`config.mk`:
```
export PLATFORM = sky130hd
export DESIGN_NAME = muldiv_unit_flat
export DESIGN_NICKNAME = d
export VERILOG_FILES = /design/src/rtl/muldiv_if.sv /design/src/rtl/muldiv_unit.sv /design/src/flat_wrapper.sv
export SDC_FILE = /design/constraint.sdc
export NUM_CORES = 1
export LEC_CHECK = 0
export BUFFER_PORTS_ARGS = -buffer_cell sky130_fd_sc_hd__buf_2
export CORE_AREA = 5 5 174 176
export CTS_BUF_LIST = sky130_fd_sc_hd__clkbuf_4
export CTS_CLUSTER_SIZE = 10
export DETAILED_ROUTE_END_ITERATION = 10
export DIE_AREA = 0 0 179 181
export GPL_TIMING_DRIVEN = 1
export PLACE_DENSITY = 0.81
export SYNTH_ARGS = -nofsm -noshare
export SYNTH_HDL_FRONTEND = slang
export SYNTH_SLANG_ARGS = --single-unit
```
`constraint.sdc`:
```
create_clock -name clk -period 3.8 [get_ports clk]
set_input_delay 0.19 -clock clk [delete_from_list [all_inputs] [get_ports clk]]
set_output_delay 0.19 -clock clk [all_outputs]
set_load 0.05 [all_outputs]
```
`src/rtl/muldiv_if.sv`:
```
// rtl/muldiv_if.sv - request/response bundle between the execute stage and the mul/div unit
interface muldiv_if #(parameter int WIDTH = 32);
    logic             req_valid;
    logic             req_ready;
    logic [2:0]       op;
    logic [WIDTH-1:0] operand_a;
    logic [WIDTH-1:0] operand_b;
    logic             flush;
    logic             busy;
    logic             resp_valid;
    logic [WIDTH-1:0] result;

    modport master (
        output req_valid, op, operand_a, operand_b, flush,
        input  req_ready, busy, resp_valid, result
    );

    modport slave (
        input  req_valid, op, operand_a, operand_b, flush,
        output req_ready, busy, resp_valid, result
    );
endinterface

```
`src/rtl/muldiv_unit.sv`:
```
// rtl/muldiv_unit.sv - iterative RV32M multiply/divide unit (shift-add multiply, restoring divide)
module muldiv_unit #(
    parameter int WIDTH  = 32,
    parameter int UNROLL = 1
) (
    input logic     clk,
    input logic     rst,
    muldiv_if.slave bus
);
    localparam int N  = WIDTH / UNROLL;
    localparam int CW = $clog2(N + 1);
    localparam logic [WIDTH-1:0] MIN_INT = {1'b1, {(WIDTH-1){1'b0}}};

    typedef enum logic [1:0] {IDLE, CALC, FIXUP, DONE} state_t;

    state_t             state_q, state_d;
    logic [2*WIDTH-1:0] acc_q, acc_d;
    logic [WIDTH-1:0]   opb_q, opb_d;
    logic [WIDTH-1:0]   result_q, result_d;
    logic [2:0]         op_q, op_d;
    logic               neg_q, neg_d;
    logic               neg_rem_q, neg_rem_d;
    logic [CW-1:0]      count_q, count_d;

    logic               is_div, a_signed, b_signed, a_neg, b_neg;
    logic [WIDTH-1:0]   a_mag, b_mag;
    logic               special;
    logic [WIDTH-1:0]   special_val;
    logic [2*WIDTH-1:0] acc_v, prod_fix;
    logic [WIDTH-1:0]   quo_fix, rem_fix, fix_val;

    // acc low half holds the multiplier; high half accumulates, shifting right each step
    function automatic logic [2*WIDTH-1:0] mul_step(input logic [2*WIDTH-1:0] acc,
                                                    input logic [WIDTH-1:0]   mcand);
        logic [WIDTH:0] sum;
        sum = {1'b0, acc[2*WIDTH-1:WIDTH]} + (acc[0] ? {1'b0, mcand} : {(WIDTH+1){1'b0}});
        return {sum, acc[WIDTH-1:1]};
    endfunction

    // acc = {remainder, dividend/quotient}; quotient bits enter at the bottom
    function automatic logic [2*WIDTH-1:0] div_step(input logic [2*WIDTH-1:0] acc,
                                                    input logic [WIDTH-1:0]   dvs);
        logic [WIDTH:0] rem_sh;
        logic [WIDTH:0] diff;
        rem_sh = acc[2*WIDTH-1:WIDTH-1];
        diff   = rem_sh - {1'b0, dvs};
        if (diff[WIDTH])
            return {rem_sh[WIDTH-1:0], acc[WIDTH-2:0], 1'b0};
        else
            return {diff[WIDTH-1:0], acc[WIDTH-2:0], 1'b1};
    endfunction

    always_comb begin
        is_div   = bus.op[2];
        a_signed = (bus.op == 3'd1) || (bus.op == 3'd2) || (bus.op == 3'd4) || (bus.op == 3'd6);
        b_signed = (bus.op == 3'd1) || (bus.op == 3'd4) || (bus.op == 3'd6);
        a_neg    = a_signed && bus.operand_a[WIDTH-1];
        b_neg    = b_signed && bus.operand_b[WIDTH-1];
        a_mag    = a_neg ? -bus.operand_a : bus.operand_a;
        b_mag    = b_neg ? -bus.operand_b : bus.operand_b;

        special     = 1'b0;
        special_val = '0;
        if (is_div && bus.operand_b == '0) begin
            special     = 1'b1;
            special_val = bus.op[1] ? bus.operand_a : '1;
        end else if (is_div && !bus.op[0] && bus.operand_a == MIN_INT && bus.operand_b == '1) begin
            special     = 1'b1;
            special_val = bus.op[1] ? '0 : MIN_INT;
        end
    end

    always_comb begin
        prod_fix = neg_q ? -acc_q : acc_q;
        quo_fix  = neg_q ? -acc_q[WIDTH-1:0] : acc_q[WIDTH-1:0];
        rem_fix  = neg_rem_q ? -acc_q[2*WIDTH-1:WIDTH] : acc_q[2*WIDTH-1:WIDTH];
        if (op_q[2])
            fix_val = op_q[1] ? rem_fix : quo_fix;
        else
            fix_val = (op_q[1:0] == 2'd0) ? prod_fix[WIDTH-1:0] : prod_fix[2*WIDTH-1:WIDTH];
    end

    always_comb begin
        state_d   = state_q;
        acc_d     = acc_q;
        opb_d     = opb_q;
        result_d  = result_q;
        op_d      = op_q;
        neg_d     = neg_q;
        neg_rem_d = neg_rem_q;
        count_d   = count_q;
        acc_v     = acc_q;

        if (state_q != IDLE && bus.flush) begin
            state_d = IDLE;
        end else begin
            case (state_q)
                IDLE: begin
                    if (bus.req_valid && !bus.flush) begin
                        op_d      = bus.op;
                        neg_d     = a_neg ^ b_neg;
                        neg_rem_d = a_neg;
                        if (special) begin
                            result_d = special_val;
                            state_d  = DONE;
                        end else begin
                            acc_d   = {{WIDTH{1'b0}}, is_div ? a_mag : b_mag};
                            opb_d   = is_div ? b_mag : a_mag;
                            count_d = '0;
                            state_d = CALC;
                        end
                    end
                end
                CALC: begin
                    for (int i = 0; i < UNROLL; i++)
                        acc_v = op_q[2] ? div_step(acc_v, opb_q) : mul_step(acc_v, opb_q);
                    acc_d   = acc_v;
                    count_d = count_q + 1'b1;
                    if (count_q == CW'(N - 1))
                        state_d = FIXUP;
                end
                FIXUP: begin
                    result_d = fix_val;
                    state_d  = DONE;
                end
                default: state_d = IDLE;
            endcase
        end
    end

    always_ff @(posedge clk or posedge rst) begin
        if (rst) begin
            state_q   <= IDLE;
            acc_q     <= '0;
            opb_q     <= '0;
            result_q  <= '0;
            op_q      <= '0;
            neg_q     <= 1'b0;
            neg_rem_q <= 1'b0;
            count_q   <= '0;
        end else begin
            state_q   <= state_d;
            acc_q     <= acc_d;
            opb_q     <= opb_d;
            result_q  <= result_d;
            op_q      <= op_d;
            neg_q     <= neg_d;
            neg_rem_q <= neg_rem_d;
            count_q   <= count_d;
        end
    end

    assign bus.req_ready  = (state_q == IDLE);
    assign bus.busy       = (state_q != IDLE);
    assign bus.resp_valid = (state_q == DONE) && !bus.flush;
    assign bus.result     = result_q;
endmodule

```
`src/flat_wrapper.sv`:
```
// flat-port wrapper written by rule: the top's interface ports become plain ports
module muldiv_unit_flat 
#(
    parameter int WIDTH  = 32,
    parameter int UNROLL = 1
)
  (clk, rst, bus_req_valid, bus_op, bus_operand_a, bus_operand_b, bus_flush, bus_req_ready, bus_busy, bus_resp_valid, bus_result);
  muldiv_if #(.WIDTH(WIDTH)) bus_i ();
  input logic clk;
  input logic rst;
  input wire logic [$bits(bus_i.req_valid)-1:0] bus_req_valid;
  input wire logic [$bits(bus_i.op)-1:0] bus_op;
  input wire logic [$bits(bus_i.operand_a)-1:0] bus_operand_a;
  input wire logic [$bits(bus_i.operand_b)-1:0] bus_operand_b;
  input wire logic [$bits(bus_i.flush)-1:0] bus_flush;
  output wire logic [$bits(bus_i.req_ready)-1:0] bus_req_ready;
  output wire logic [$bits(bus_i.busy)-1:0] bus_busy;
  output wire logic [$bits(bus_i.resp_valid)-1:0] bus_resp_valid;
  output wire logic [$bits(bus_i.result)-1:0] bus_result;
  assign bus_i.req_valid = bus_req_valid;
  assign bus_i.op = bus_op;
  assign bus_i.operand_a = bus_operand_a;
  assign bus_i.operand_b = bus_operand_b;
  assign bus_i.flush = bus_flush;
  assign bus_req_ready = bus_i.req_ready;
  assign bus_busy = bus_i.busy;
  assign bus_resp_valid = bus_i.resp_valid;
  assign bus_result = bus_i.result;
  muldiv_unit #(.WIDTH(WIDTH), .UNROLL(UNROLL)) u_core (.clk(clk), .rst(rst), .bus(bus_i));
endmodule
```
==> flow_summary.yaml <==
status:
  status: "complete, no violations"
die:
  rows: 62
  die_w_um: 179
  start_util_pct: 52.4
  die_area_um2: 32400
  die_h_um: 181
  core_um2: 28500
  io_pins: 106
yosys:
  synth_top_area_share_pct: 23.6
  synthTopCellsByArea: "dfrtp_1 24%, o21ai_0 6.7%, a21oi_1 6.7%"
  synth.most_common_cell: "nor2_1"
  synth_warnings: 0
  ys_async_sr_fraction_pct: 100
  ys.flop_type: "dfrtp_1"
  synth_cell_types: 77
  syn_area_um2: 14900
  ys_top_cells_by_count: "260 x nor2_1, 204 x nand2_1, 200 x o21ai_0"
  netlist_instances: 2044
  synth-seq-cells: 141
  syn_avg_cell_area_um2: 7.30
  ys_seq_area_share_pct: 23.6
  syn_nets: 2191
  yosys.area.top_type: "dfrtp_1"
  synth_edf_count: 0
placed_design:
  gpl.final_weighted_congestion: 0.995
  hpwl_mm: 43.9
  numPortBuffers: 105
  placed_cells: 2530
sta:
  rsz0062_at_grt: "yes"
  drv_slew: 0
  finalCritPeriodShare_pct: 99.2
  hold_viol: 0
  skew_ps: 35.8
  hold_slack_ps: 42.8
  fmax_mhz: 265
  layout_min_cycle_time_ps: 3770
  slew_headroom_pct: 14.2
  worstMarginPinSlew_ps: 1280
  finalSetupViolCount: 0
critical_path:
  critPathLaunchType: "register"
  crit_type: "register to register"
  worst_ep_arrival_time_ps: 4260
  cp_max_fo: 3
  reg2regPathDepth: 15
  cp.required_ps: 4290
  cp-end-kind: "register"
drt:
  drt_iter0_markers: 2224
  vias: 16400
  ant_nets: 0
  vias_per_cell: 6.36
  wl_per_cell_um: 21.7
  firstDrtPassIters: 8
  drc: 0
  wirelength_mm: 55.9
pwr:
  ir_drop_mv: 0.565
  power.share.clock_pct: 7.0
  cellLeakagePower_uw: 0.00733
  combPwrFrac_pct: 74.6
  share_seq_of_total_power_pct: 18.5
  p_sw_uw: 8430
  switching_share_pct: 54.6
  p_int_uw: 7010
  power_density_nw_per_um2: 912
clock_network:
  cts.clk_slew.worst_paths_ps: 130
  cts_buffer_depth: 2
  clock_latency_ps: 610
  root_buffer: "clkbuf_4"
  numCtsBuffers: 17
  cts_sinks: 141
  cts_tree: "done"
  cts.htree.levels: 4
layout:
  instances_no_fill: 2574
  area.sequential_um2: 3530
  multi_input_area_um2: 10700
  fill_cells: 2661
  syn_to_final_growth_pct: 13.5
  final_nets: 2320
  drive_gt1_share_pct: 15.4
grt:
  grt_first_pass_wirelength_mm: 85.6
  grtUsageTotal_pct: 33.5
  globalRoute.totalOverflow: 0
  grt_max_degree: 105
  grt_antenna_before_repair: 3
  grt_pass1_vias: 15100
hold_path:
  hold_path_depth: 4
  hp-class: "input port to register"
flow_run:
  maxCapViolCount: 0
-- cells in the final DEF, fill, tap and decap left out, types with 29 or more instances in the layout --
cell type	netlist	layout
a211oi_1	42	40
a21oi_1	199	194
a22oi_1	29	29
buf_2	18	105
buf_4	3	121
dfrtp_1	141	140
ha_1	74	73
inv_1	81	79
mux2_2	30	30
nand2_1	204	204
nor2_1	260	259
nor3_1	44	44
o21ai_0	200	197
o31ai_1	32	31
xnor2_1	106	105
xor2_1	91	90
-- power groups by stage --
stage | Combinational [uW] | Clock, uW | Sequential (uW)
2_1_floorplan | 7370 | 0 | 3210
3_3_place_gp | 10900 | 0 | 2800
3_5_place_dp | 11100 | 0 | 2850
4_1_cts | 11200 | 1070 | 2810
5_1_grt | 12400 | 1130 | 2910
6_report | 11500 | 1080 | 2850
-- per-stage QoR --
step	utilization [%]	power, uW	setup WS [ps]	cell area [um2]	TNS [ps]
after floorplan	-	10600	26.1	14900	0
after global placement	57.9	13700	-37.1	16500	-37.1
after detailed placement	57.9	13900	-164	16500	-180
after CTS	59.2	15100	19.7	16800	0
after global routing	59.5	16500	-77.2	16900	-77.2
final	59.5	15400	32.1	16900	0
-- final timing paths --
check,startpoint,end,slack (ps)
min in group asynchronous,rst,u_core.acc_q[41],160
setup / recovery,u_core.acc_q[0],u_core.acc_q[63],30
setup reg to reg,u_core.acc_q[0],u_core.acc_q[63],30
hold / removal,bus_operand_a[31],u_core.neg_q,40
max in group asynchronous,rst,u_core.bus.result[1],2690
hold reg to reg,u_core.bus.result[2],u_core.bus.result[2],490
-- critical path, cell delays in order (launching register included) --
cell       delay, ps
dfrtp_1          430
and2_1           150
ha_1             180
inv_1             70
fa_2             210
nor2b_1           60
o31a_1           340
o311ai_4         320
a211oi_2         120
or3_4            390
or4_4            510
a21oi_4          170
o21ai_2           90
a2111oi_2        350
nor3_1            80
a22o_1           200
-- flip-flops by register name, summed over array words and instances, names as in the netlist --
signal	count
u_core.acc_q	64
u_core.bus.result	32
u_core.count_q	6
u_core.neg_q	1
u_core.neg_rem_q	1
u_core.op_q	3
u_core.opb_q	32
u_core.state_q	2
-- cell type report --
cell class | instances | area share [%]
Antenna cell | 4 | 0.0591
Clock buffer | 19 | 0.842
Clock inverter | 13 | 0.835
Inverter | 81 | 1.82
Multi-Input combinational cell | 1694 | 63.2
Sequential cell | 141 | 20.8
Tap cell | 384 | 2.84
Timing Repair Buffer | 238 | 9.59
-- repair_timing --
action                                  in CTS  in global routing
hold endpoints to repair                    23                  0
pin swaps                                    2                  5
hold buffers                                 5                  0
gates resized for setup                      7                 18
buffers inserted                             0                  3
endpoints found under the setup margin       3                 20
-- cell families (layout without fill, tap and decap cells) --
family	count (synthesis)	in the layout	synth area share (%)
adders and majority gates	76	76	6.47
xor gates and xnor gates	197	197	11.6
AOI/OAI and AO/OA	684	684	28.2
DFF	141	141	23.6
buffers and inverters	209	351	5.58
and+or+nand+nor	685	685	20.8
other	0	4	0
muxes	52	52	3.74
-- per-layer routing --
metal	share of wire (%)	track usage (%)
met3	10	7.36
met2	44	50.4
met5	0.048	0
met1	42	47.1
met4	4.0	11.9
Power figures use the tool's default switching activity.
